$ cat src/rtl/ccff_pkg.sv
// Shared definitions for the configuration-chain loader: FSM encoding and bit-counter width.
package ccff_pkg;

  localparam int CNT_W = 17;

  typedef enum logic [1:0] {
    IDLE = 2'd0,
    LOAD = 2'd1,
    FIN  = 2'd2,
    ERR  = 2'd3
  } state_t;

endpackage

$ cat src/rtl/ccff_readback_deser.sv
// Packs the bits returned from the chain tail into readback words and holds one word
// for the consumer, asking the loader to pause shifting while that word is unread.
module ccff_readback_deser
  import ccff_pkg::*;
#(
  parameter int WORD_W = 8
) (
  input  logic              clk,
  input  logic              rst_n,
  input  logic              clear,
  input  logic              sample,
  input  logic              tail,
  input  logic              final_bit,
  input  logic              next_final,
  input  logic              m_ready,
  output logic              m_valid,
  output logic [WORD_W-1:0] m_data,
  output logic              stall
);

  localparam int IDX_W = (WORD_W > 1) ? $clog2(WORD_W) : 1;
  localparam logic [IDX_W-1:0] LAST_IDX = IDX_W'(WORD_W - 1);

  logic [WORD_W-1:0] acc, acc_n, m_data_n;
  logic [IDX_W-1:0]  idx, idx_n;
  logic              m_valid_n, complete;

  // NOTE: every signal driven here gets a default first, so no path leaves it unassigned and no latch is inferred.
  always_comb begin
    acc_n     = acc;
    idx_n     = idx;
    m_data_n  = m_data;
    m_valid_n = m_valid && !m_ready;
    complete  = sample && ((idx == LAST_IDX) || final_bit);
    if (sample) begin
      acc_n = acc | (WORD_W'(tail) << idx);
      idx_n = idx + IDX_W'(1);
    end
    if (complete) begin
      // A partial final word is already zero above the sampled bits.
      m_data_n  = acc_n;
      m_valid_n = 1'b1;
      acc_n     = '0;
      idx_n     = '0;
    end
    if (clear) begin
      acc_n     = '0;
      idx_n     = '0;
      m_data_n  = '0;
      m_valid_n = 1'b0;
    end
    // Pause while the slot stays occupied, and never let a shift complete a word into a full slot.
    stall = m_valid_n && (!m_ready || (idx_n == LAST_IDX) || next_final);
  end

  // NOTE: state registers use non-blocking assignments so every flop samples pre-edge values.
  always_ff @(posedge clk or negedge rst_n) begin
    if (!rst_n) begin
      acc     <= '0;
      idx     <= '0;
      m_valid <= 1'b0;
      m_data  <= '0;
    end else begin
      acc     <= acc_n;
      idx     <= idx_n;
      m_valid <= m_valid_n;
      m_data  <= m_data_n;
    end
  end

endmodule

$ cat src/rtl/ccff_loader.sv
// Streams bitstream words LSB first into a configuration flip-flop chain while reading
// the previous chain contents back out as words; flags length mismatches as errors.
module ccff_loader
  import ccff_pkg::*;
#(
  parameter int CHAIN_LEN = 6,
  parameter int WORD_W    = 8
) (
  input  logic              prog_clk,
  input  logic              pReset,
  input  logic              start,
  input  logic              s_valid,
  input  logic [WORD_W-1:0] s_data,
  input  logic              s_last,
  output logic              s_ready,
  output logic              ccff_head,
  output logic              shift_en,
  input  logic              ccff_tail,
  output logic              m_valid,
  output logic [WORD_W-1:0] m_data,
  input  logic              m_ready,
  output logic              busy,
  output logic              done,
  output logic              err
);

  localparam int IDX_W = (WORD_W > 1) ? $clog2(WORD_W) : 1;
  localparam logic [IDX_W-1:0] LAST_IDX = IDX_W'(WORD_W - 1);
  localparam logic [CNT_W-1:0] LEN      = CNT_W'(CHAIN_LEN);
  localparam logic [CNT_W-1:0] LEN_M1   = CNT_W'(CHAIN_LEN - 1);
  localparam logic [CNT_W-1:0] WORD_LEN = CNT_W'(WORD_W);

  state_t            state, state_n;
  logic [CNT_W-1:0]  cnt, cnt_n;
  logic [WORD_W-1:0] wbuf, wbuf_n;
  logic [IDX_W-1:0]  bidx, bidx_n;
  logic              wfull, wfull_n, last_seen, last_seen_n;
  logic              shift_n, head_n;
  logic              last_chain, drain, accept, clear, stall;

  always_comb begin
    state_n     = state;
    cnt_n       = cnt;
    wbuf_n      = wbuf;
    bidx_n      = bidx;
    wfull_n     = wfull;
    last_seen_n = last_seen;
    last_chain  = (cnt == LEN_M1);
    drain       = shift_en && ((bidx == LAST_IDX) || last_chain);
    // A new word is taken only if it can still land in the chain.
    s_ready     = (state == LOAD) && !last_seen && (!wfull || (drain && !last_chain));
    accept      = s_valid && s_ready;

    unique case (state)
      IDLE, ERR: begin
        if (start) begin
          state_n     = LOAD;
          cnt_n       = '0;
          wbuf_n      = '0;
          bidx_n      = '0;
          wfull_n     = 1'b0;
          last_seen_n = 1'b0;
        end
      end
      LOAD: begin
        if (shift_en) cnt_n = cnt + CNT_W'(1);
        if (accept) begin
          wbuf_n      = s_data;
          bidx_n      = '0;
          wfull_n     = 1'b1;
          last_seen_n = s_last;
        end else if (drain) begin
          wfull_n = 1'b0;
        end else if (shift_en) begin
          bidx_n = bidx + IDX_W'(1);
        end

        if (accept && s_last && ((cnt_n + WORD_LEN) < LEN)) state_n = ERR;
        else if (shift_en && last_chain && !last_seen)      state_n = ERR;
        else if ((cnt == LEN) && m_valid && m_ready)        state_n = FIN;
      end
      FIN:     state_n = IDLE;
      default: state_n = IDLE;
    endcase

    clear   = (state != LOAD) || (state_n != LOAD);
    shift_n = (state_n == LOAD) && wfull_n && (cnt_n < LEN) && !stall;
    head_n  = shift_n && wbuf_n[bidx_n];
  end

  always_ff @(posedge prog_clk or negedge pReset) begin
    if (!pReset) begin
      state     <= IDLE;
      cnt       <= '0;
      wbuf      <= '0;
      bidx      <= '0;
      wfull     <= 1'b0;
      last_seen <= 1'b0;
      shift_en  <= 1'b0;
      ccff_head <= 1'b0;
    end else begin
      state     <= state_n;
      cnt       <= cnt_n;
      wbuf      <= wbuf_n;
      bidx      <= bidx_n;
      wfull     <= wfull_n;
      last_seen <= last_seen_n;
      shift_en  <= shift_n;
      ccff_head <= head_n;
    end
  end

  ccff_readback_deser #(.WORD_W(WORD_W)) u_deser (
    .clk        (prog_clk),
    .rst_n      (pReset),
    .clear      (clear),
    .sample     (shift_en),
    .tail       (ccff_tail),
    .final_bit  (last_chain),
    .next_final (cnt_n == LEN_M1),
    .m_ready    (m_ready),
    .m_valid    (m_valid),
    .m_data     (m_data),
    .stall      (stall)
  );

  assign busy = (state == LOAD) || (state == FIN);
  assign done = (state == FIN);
  assign err  = (state == ERR);

endmodule

$ cat config.mk
export PLATFORM = sky130hd
export DESIGN_NAME = ccff_loader
export DESIGN_NICKNAME = d
export VERILOG_FILES = /design/src/rtl/ccff_pkg.sv /design/src/rtl/ccff_readback_deser.sv /design/src/rtl/ccff_loader.sv
export SDC_FILE = /design/constraint.sdc
export NUM_CORES = 1
export LEC_CHECK = 0
export BUFFER_PORTS_ARGS = -buffer_cell sky130_fd_sc_hd__buf_2
export CAP_MARGIN = 20
export CORE_UTILIZATION = 30
export DETAILED_ROUTE_END_ITERATION = 12
export PLACE_DENSITY = 0.55
export SETUP_SLACK_MARGIN = 0.4
export SLEW_MARGIN = 20
export SYNTH_ARGS = -nofsm -noshare
export SYNTH_HDL_FRONTEND = slang
export SYNTH_HIERARCHICAL = 1
export SYNTH_SLANG_ARGS = --single-unit
$ cat constraint.sdc
create_clock -name prog_clk -period 5.7 [get_ports prog_clk]
set_input_delay 0.57 -clock prog_clk [delete_from_list [all_inputs] [get_ports prog_clk]]
set_output_delay 0.57 -clock prog_clk [all_outputs]
set_load 0.02 [all_outputs]
==> qor_table.md <==
| Step | Result | Reported |
|:---|:---|:---|
| timing | Setup TNS Final | 0 ns |
| clocking | Post-CTS clock slew at the launch and capture registers of the worst setup and hold paths | 0.11 ns |
| route | Vias after detailed routing | 2,611 |
| power and ir drop | Worst ir drop on vdd | 141 µV |
| timing | Unrepaired setup endpoints after global routing | false |
| worst setup path | Critical Path End Type | flop |
| layout | Number of antenna cells inserted | 0 |
| worst setup path | Worst EP required | 5.92 ns |
| route | Final routed wirelength across all metal layers | 7700 µm |
| yosys | Top cell type by total area after synthesis | dfrtp_1 |
| worst setup path | Worst path cell trace | nand4_1 > or4_4 > or4_2 > nand3_1 > nor4_1 > nand4_1 > nor3_1 > nand3b_1 > o21a_1 > a21oi_1 > nand3b_1 > a2111oi_2 |
| yosys | Per-instance average area after synthesis | 9.88 µm² |
| grt | Via count of the first global-routing pass | 2,589 |
| layout | Fraction of final layout cells sized beyond drive strength 1 | 19.6% |
| grt | Largest net degree at the start of global routing | 55 |
| route | DRC violation total after the first TritonRoute iteration | 125 |
| clocking | Clock tree from TritonCTS | done |
| grt | Wire length of the first global-routing pass | 12,900 µm |
| timing | Worst Max-Slew Pin Slew | 0.798 ns |
| route | Number of nets still failing antenna checks after routing | 0 |
| timing | Number of slew-limit violations in the final report | 0 |
| yosys | Synthesized netlist net count | 353 |
| die | Die X-Extent | 106 µm |
| die | Overall die height | 106 µm |
| place | Detailed-placement wirelength estimate | 5340 µm |
| clocking | Maximum clock insertion buffer count | 2 |
| yosys | Primary FF master, synth | dfrtp_1 |
| worst setup path | Setup crit start kind | flop |
| timing | Worst slew slack as a fraction of its limit | 46.8% |
| layout | Most common cell after layout, fill and taps aside | dfrtp_1 |
| grt | Initial antenna violation count | 0 |
| timing | Largest clock skew in the final design | 0.0114 ns |
| worst setup path | Cell type group with the largest total delay on the critical path | simple AND/OR/NAND/NOR gates |
| timing | Post-route clock period utilization | 66.0% |
| timing | Final hold viol count | 0 |
| layout | Final Net Count | 371 |
| power and ir drop | Leak Pwr | 1.54 nW |
| yosys | Top post-synthesis cells by area | dfrtp_1 42%, ha_1 3.9%, a21oi_1 3.1%, o21ai_0 2.9%, nor2_1 2.8% |
| yosys | Sequential fraction of the synthesis area | 41.7% |
| clocking | TritonCTS Buffers | 5 |
| timing | Min Hold Slack | 0.370 ns |
| worst setup path | Critical path type | flop to flop |
| layout | Filler Cells Inserted | 1,065 |
| layout | Share of the core filled with cells in the final layout | 34.0% |
| place | Number of buffers inserted by port buffering | 29 |
| die | Number of ports placed on the die boundary | 30 |
| worst setup path | Maximum fanout encountered on the critical timing path | 24 |
| grt | Aggregate global-route resource usage | 14.5% |
| route | Detailed-router iteration count before antenna repair | 4 |
| yosys | Synth top area share | 41.7% |
| job | # Max-Cap Violations | 0 |
| timing | Clock period minus worst slack | 3.76 ns |
| yosys | Total standard cell area after synthesis | 0.00324 mm² |
| yosys | Synth warnings | 6 |
| yosys | Post-synthesis register bit count | 54 |
| place | Last weighted congestion value of the routability-driven placer | 0.799 |
| clocking | Clock insertion delay at the later pin of the skew report | 0.32 ns |
| clocking | Cts repair resizes | 0 |
| worst setup path | Crit path DAT | 3.98 ns |
| die | Row count | 37 |
| clocking | Clock tree sinks | 54 |
| timing | Setup-violating endpoint count in the final report | 0 |
| route | DRC errors left | 0 |
| die | Area of the placeable core | 0.0104 mm² |
| die | Starting Density | 31.1% |
| worst setup path | Buf+Inv Stages, Crit Path | 0 |
| route | Routed length per placed instance | 15.9 µm |
| worst setup path | CP max-delay cell | dfrtp_1 |
| layout | Commonest non-fill, non-tap cells in the layout | 54 x dfrtp_1, 29 x buf_2, 24 x nor2_1 |
| die | Die ar. | 0.0112 mm² |
| power and ir drop | Ratio of total power to cell area | 348 mW/mm² |
| layout | Area delta synth->final | 9.19% |
| status | Run status | finished, final reports clean |
| yosys | Post-synthesis async set-or-reset flop share | 100% |
| timing | Max frequency | 0.266 GHz |
| yosys | Post-Syn Instances | 328 |
| clocking | Post-CTS setup buffer count | 0 |
| yosys | Number of different library cells in the post-synthesis netlist | 68 |
| route | Ratio of routed vias to standard cells | 5.41 |
| yosys | EDFF count, synth | 0 |
| clocking | Post-cts hold buffer count | 0 |
| worst setup path | Peak per-stage delay on the critical path | 0.88 ns |
| clocking | Number of levels the H-tree was split into | 2 |
| clocking | Clock tree root buffer cell | clkbuf_8 |
| worst hold path | Hold Path Class | primary input to async pin |
| grt | Final global-route overflow total | 0 |
## path summary, 6_finish.rpt
kind / depth (start not counted) / endpoint / from / slack, ns
min reg2reg: 2 / u_deser/acc[1] / u_deser/acc[1] / 0.50
max: 12 / ccff_head / shift_en / 1.94
max in group asynchronous: 2 / last_seen / pReset / 4.86
min in group prog_clk: 2 / wbuf[4] / s_data[4] / 0.49
max reg2reg: 12 / ccff_head / shift_en / 1.94
min: 2 / cnt[11] / pReset / 0.37
## power by group
group | total, mW | internal, mW | switching (mW)
sequential | 0.518 | 0.439 | 0.0788
clock | 0.239 | 0.0916 | 0.147
combinational | 0.475 | 0.174 | 0.300
## through the flow
step	instances	total power, mW	setup slack [ns]	instance area, µm²
6_report	483	1.23	1.94	3540
3_5_place_dp	475	0.998	1.93	3440
2_1_floorplan	328	0.885	2.61	3240
4_1_cts	483	1.25	1.93	3540
5_1_grt	483	1.32	1.64	3540
3_3_place_gp	475	0.990	2.11	3440
## area by class of cell
cell class,instances,area (µm²),share of cell area (%)
multi-input combinational,240,1710,48.4
sequential,54,1350,38.2
clock inverter,3,28.8,0.813
clock buffer,5,68.8,1.94
timing repair buffer,30,153,4.31
inverter,15,56.3,1.59
tap,136,170,4.81
## logic make-up (layout without fill, tap and decap cells)
kind of cell | count (synthesis) | after routing | share of synthesized area (%)
and+or+nand+nor | 119 | 119 | 23.4
AOI/OAI and AO/OA | 97 | 97 | 21.3
DFF | 54 | 54 | 41.7
buffers and inverters | 34 | 53 | 5.52
adders and majority gates | 10 | 10 | 3.86
xor gates and xnor gates | 7 | 7 | 1.89
muxes | 7 | 7 | 2.32
## layer usage
metal,vias up,track usage [%],wire length (µm)
met1,1260,18.5,3530
li1,1267,-,-
met2,73,24.2,3670
met5,-,0,0
met3,11,3.99,404
met4,0,3.57,99
## state kept, by name, indices dropped and copies added (netlist names)
signal and flops:
bidx 3, wfull 1, ccff_head 1, state 2, cnt 17, last_seen 1
u_deser/m_data 8, u_deser/idx 3, shift_en 1, u_deser/m_valid 1, wbuf 8, u_deser/acc 8
## Yosys cell counts (2+ instances only)
library cell and number:
a2111o_1 2, a211oi_1 2, a21oi_1 20, a22o_1 10, a31oi_1 9, and2_1 2
and2b_1 2, and3_1 2, and4_1 2, buf_2 5, buf_4 4, buf_6 4
clkbuf_1 6, dfrtp_1 54, ha_1 10, inv_1 14, mux2_2 4, mux2i_1 3
nand2_1 14, nand2b_1 9, nand3_1 9, nand3b_1 3, nand4_1 10, nand4_2 2
nand4_4 2, nand4b_1 2, nor2_1 24, nor2b_1 3, nor3_1 6, nor4_1 4
nor4_2 4, nor4b_1 2, o21a_1 2, o21ai_0 19, o21ai_2 3, o22ai_1 3
o2bb2ai_1 9, o31ai_1 4, or2_2 2, or3_1 3, xnor2_1 7
Note: power is estimated with default switching activity, not from simulation.
